[config.mk]
export PLATFORM = sky130hd
export DESIGN_NAME = uart_duty_rx
export DESIGN_NICKNAME = d
export VERILOG_FILES = /design/src/rtl/uart_duty_rx.sv
export SDC_FILE = /design/constraint.sdc
export NUM_CORES = 1
export LEC_CHECK = 0
export ABC_CLOCK_PERIOD_IN_PS = 3100
export CORE_MARGIN = 8
export CORE_UTILIZATION = 50
export DETAILED_ROUTE_END_ITERATION = 8
export PLACE_DENSITY = 0.69
export SLEW_MARGIN = 20
export SYNTH_ARGS = -nofsm -noshare
export SYNTH_HDL_FRONTEND = slang
export SYNTH_SLANG_ARGS = --single-unit
[constraint.sdc]
create_clock -name clk -period 3.1 [get_ports clk]
set_input_delay 0.62 -clock clk [delete_from_list [all_inputs] [get_ports clk]]
set_output_delay 0.62 -clock clk [all_outputs]
set_load 0.01 [all_outputs]
[src/rtl/uart_duty_rx.sv]
// rtl/uart_duty_rx.sv - 8N1 UART receiver that parses {HEADER, duty} frames
// and holds the last accepted duty value for the PWM comparator.
module uart_duty_rx #(
  parameter int          CLKS_PER_BIT = 1042,
  parameter logic [7:0]  HEADER       = 8'hA5
) (
  input  logic       clk,
  input  logic       rst_n,
  input  logic       rx_i,
  output logic [7:0] duty_o,
  output logic       duty_valid_o,
  output logic       frame_err_o,
  output logic       busy_o
);

  localparam int CW = $clog2(CLKS_PER_BIT);
  localparam logic [CW-1:0] FULL_CNT = CW'(CLKS_PER_BIT - 1);
  localparam logic [CW-1:0] HALF_CNT = CW'(CLKS_PER_BIT / 2 - 1);

  typedef enum logic [2:0] {
    S_IDLE, S_START, S_DATA, S_STOP, S_BREAK
  } bit_state_t;

  typedef enum logic {
    F_WAIT_HDR, F_WAIT_DUTY
  } frame_state_t;

  logic [1:0]   sync_q;
  logic         rx_s;
  bit_state_t   state_q;
  logic [CW-1:0] cnt_q;
  logic [2:0]   idx_q;
  logic [7:0]   shift_q;
  logic         byte_good_q;
  logic         byte_err_q;
  logic         busy_q;

  frame_state_t fstate_q;
  logic [7:0]   duty_q;
  logic         duty_valid_q;
  logic         frame_err_q;

  assign rx_s = sync_q[1];

  always_ff @(posedge clk or negedge rst_n) begin
    if (!rst_n) begin
      sync_q <= 2'b11;
    end else begin
      sync_q <= {sync_q[0], rx_i};
    end
  end

  // Counter is loaded with (wait - 1) and the sample happens when it hits 0.
  always_ff @(posedge clk or negedge rst_n) begin
    if (!rst_n) begin
      state_q     <= S_IDLE;
      cnt_q       <= '0;
      idx_q       <= '0;
      shift_q     <= '0;
      byte_good_q <= 1'b0;
      byte_err_q  <= 1'b0;
      busy_q      <= 1'b0;
    end else begin
      byte_good_q <= 1'b0;
      byte_err_q  <= 1'b0;
      case (state_q)
        S_IDLE: begin
          if (!rx_s) begin
            cnt_q   <= HALF_CNT;
            state_q <= S_START;
            busy_q  <= 1'b1;
          end
        end
        S_START: begin
          if (cnt_q == '0) begin
            if (!rx_s) begin
              cnt_q   <= FULL_CNT;
              idx_q   <= '0;
              state_q <= S_DATA;
            end else begin
              state_q <= S_IDLE;
              busy_q  <= 1'b0;
            end
          end else begin
            cnt_q <= cnt_q - CW'(1);
          end
        end
        S_DATA: begin
          if (cnt_q == '0) begin
            shift_q <= {rx_s, shift_q[7:1]};
            cnt_q   <= FULL_CNT;
            if (idx_q == 3'd7) begin
              state_q <= S_STOP;
            end else begin
              idx_q <= idx_q + 3'd1;
            end
          end else begin
            cnt_q <= cnt_q - CW'(1);
          end
        end
        S_STOP: begin
          if (cnt_q == '0) begin
            if (rx_s) begin
              byte_good_q <= 1'b1;
              state_q     <= S_IDLE;
              busy_q      <= 1'b0;
            end else begin
              byte_err_q <= 1'b1;
              state_q    <= S_BREAK;
            end
          end else begin
            cnt_q <= cnt_q - CW'(1);
          end
        end
        S_BREAK: begin
          // A line held low yields a single error; wait for it to return high.
          if (rx_s) begin
            state_q <= S_IDLE;
            busy_q  <= 1'b0;
          end
        end
        default: begin
          state_q <= S_IDLE;
          busy_q  <= 1'b0;
        end
      endcase
    end
  end

  always_ff @(posedge clk or negedge rst_n) begin
    if (!rst_n) begin
      fstate_q     <= F_WAIT_HDR;
      duty_q       <= 8'h00;
      duty_valid_q <= 1'b0;
      frame_err_q  <= 1'b0;
    end else begin
      duty_valid_q <= 1'b0;
      frame_err_q  <= 1'b0;
      if (byte_err_q) begin
        frame_err_q <= 1'b1;
        fstate_q    <= F_WAIT_HDR;
      end else if (byte_good_q) begin
        case (fstate_q)
          F_WAIT_HDR: begin
            if (shift_q == HEADER) fstate_q <= F_WAIT_DUTY;
          end
          F_WAIT_DUTY: begin
            duty_q       <= shift_q;
            duty_valid_q <= 1'b1;
            fstate_q     <= F_WAIT_HDR;
          end
          default: fstate_q <= F_WAIT_HDR;
        endcase
      end
    end
  end

  assign duty_o       = duty_q;
  assign duty_valid_o = duty_valid_q;
  assign frame_err_o  = frame_err_q;
  assign busy_o       = busy_q;

endmodule

==> reports/qor.yml <==
outcome: "finished, final reports clean"
cts_sinks: 41
finalClockSkew_ns: 0.008891
finalHoldViolCount: 0
clockBufferDepth: 2
ys_seq_area_frac: 0.5068
synth_cells: 194
cts-root-buf: "clkbuf_8"
finalWirelength_um: 4325
worstPathArrival_ns: 2.63
r2r_start: "cnt_q[0]"
io_pins: 14
min_period_ns: 2.445
end_kind: "flip-flop"
coreArea_um2: 3943
leakage_nw: 1.045
start_util: 0.5148
dr.pass1.iters: 4
synth_edf_count: 0
cts_hold_buf: 0
r2r_end: "cnt_q[4]"
seq_area_um2: 1028
dpl.cell_count: 254
grt_max_degree: 42
grt_use_total: 0.1460
whs_ns: 0.3582
ys_ff_latch: 41
fin_nets: 218
cts_buffers: 5
gp_congestion: 0.9128
tightest_slew_ns: 0.8945
rrSetupSlack_ns: 0.66
yosys_warnings: 0
critPathKind: "reg -> reg"
ctsResizeCount: 0
synth_cell_types: 56
syn_area_per_cell_um2: 10.46
synth_top_area_share: 0.4809
cts_tree: "yes"
critPathRequiredTime_ns: 3.29
die_w_um: 79.71
drv_slew: 0
critPathMaxFanout: 7
start_kind: "flip-flop"
ir_worst_vdd_mv: 0.2656
synth_area_leaders: "dfrtp_1 48%, nand2_1 5.9%, mux2_2 4.4%"
fin_crit_sh: 0.7887
multiInputGateArea_um2: 939.7
clock_latency_ns: 0.30
die-area_um2: 6354
cts_htree_levels: 2
diodes: 0
rows: 23
drive_gt1_frac: 0.1509
first_global_vias: 1530
postCtsSetupBuffers: 0
setup_viol: 0
die-height_um: 79.71
antenna_left: 0
place_hpwl_um: 2983
synth_top_area_cell: "dfrtp_1"
whs_path_depth: 0
max_freq_mhz: 409.0
fin_setup_tns_ns: 0
wl_per_cell_um: 16.51
stdcell_count: 262
final_common_cell: "dfrtp_1"
synth_area_um2: 2029
slew_headroom: 0.4037
drc: 0
io_buffers: 13
nFillCells: 330
min_from: "sync_q[0]"
synthArstFlopShare: 1.000
via_count: 1610
power_density_nw_per_um2: 427.2
worst_hold_path.endpoint: "sync_q[1]"
syn2layout_area_growth_pct: 14.49
clkSlewWorstSetupHoldPaths_ns: 0.08
grt_antenna_before_repair: 0
final_util: 0.5893
r2r_cells: 6
layout_common_cells: "39 x dfrtp_1, 32 x nand2_1, 15 x nor2_1"
grt_remaining_overflow: 0
first_iter_violations: 133
maxCapViolCount: 0
rsz0062_at_grt: "false"
synth_ff_type: "dfrtp_1"
detail_route.vias_per_cell: 6.145
hold_path.class: "reg -> reg"
synth_fp_nets: 201
grt_pass1_wl_um: 7431
## kinds of logic (layout without fill, tap and decap cells)
family / count (synthesis) / count (layout) / synth area share
compound gates: 36 / 36 / 0.1461
xor+xnor: 1 / 1 / 0.004316
fa+ha+maj: 5 / 5 / 0.02959
buf+inv: 14 / 32 / 0.03021
flops: 41 / 41 / 0.5068
mux: 9 / 9 / 0.04932
simple gates: 88 / 88 / 0.2337
## sequential cells by signal, indices dropped and copies added (netlist names)
name,flops
cnt_q,11
shift_q,8
sync_q,2
busy_o,1
duty_o,8
duty_valid_o,1
frame_err_o,1
idx_q,3
state_q,3
fstate_q,1
byte_good_q,1
byte_err_q,1
## power by group
part | leakage [nW] | internal [mW] | switching [mW]
clock | 0.0543 | 0.241 | 0.199
sequential | 0.532 | 0.537 | 0.00147
combinational | 0.459 | 0.00261 | 0.0123
## how the worst max path moves through the flow
stage / start / endpoint / slack (ns)
after floorplan: cnt_q[0] / cnt_q[4] / 0.84
after global placement: cnt_q[0] / cnt_q[4] / 0.76
after detailed placement: cnt_q[0] / cnt_q[4] / 0.69
after CTS: cnt_q[0] / cnt_q[4] / 0.67
after global routing: cnt_q[0] / cnt_q[4] / 0.56
final: cnt_q[0] / cnt_q[4] / 0.66
## worst max-delay path, stage by stage, from the launching register on
cell	delay [ns]
dfrtp_1	0.44
inv_1	0.11
ha_1	0.16
or3b_2	0.50
or4_1	0.63
and4_4	0.24
a221o_1	0.25
## cells in the mapped netlist, drive strengths merged (2+ instances only)
master    n
nand3     5
o211ai    3
nor3b     3
or4       2
and3      5
nand2    32
nor3      5
nor2     15
ha        4
dfrtp    39
nor2b     2
o2111ai   2
dfstp     2
nor4bb    2
nand4b    3
a221o     6
mux2      8
clkbuf    4
buf       2
inv       7
o21ai     3
nand4     4
a21oi     4
a22o      5
## cell type report
type	count	area share
sequential	41	0.4427
tap	50	0.02693
clock buffer	5	0.02962
clock inverter	3	0.01992
inverter	8	0.01292
multi-input combinational	139	0.4044
timing repair buffer	16	0.06354
## per-stage QoR
| stage | instance area [µm²] | setup WS, ns | power (mW) |
|---|---|---|---|
| 4_1_cts | 2323 | 0.6669 | 1.007 |
| 6_report | 2323 | 0.6552 | 0.9927 |
| 2_1_floorplan | 2029 | 0.8381 | 0.5511 |
| 3_3_place_gp | 2208 | 0.7572 | 0.5639 |
| 5_1_grt | 2323 | 0.5579 | 1.029 |
| 3_5_place_dp | 2208 | 0.6893 | 0.5646 |
## metal layers
layer	up-vias	global-route usage	share of wire
li1	754	-	-
met1	803	0.1949	0.47
met2	45	0.2143	0.44
met3	8	0.04392	0.072
met4	0	0.05926	0.015
met5	-	0	0
No activity file was read; power rests on OpenSTA's default activity.
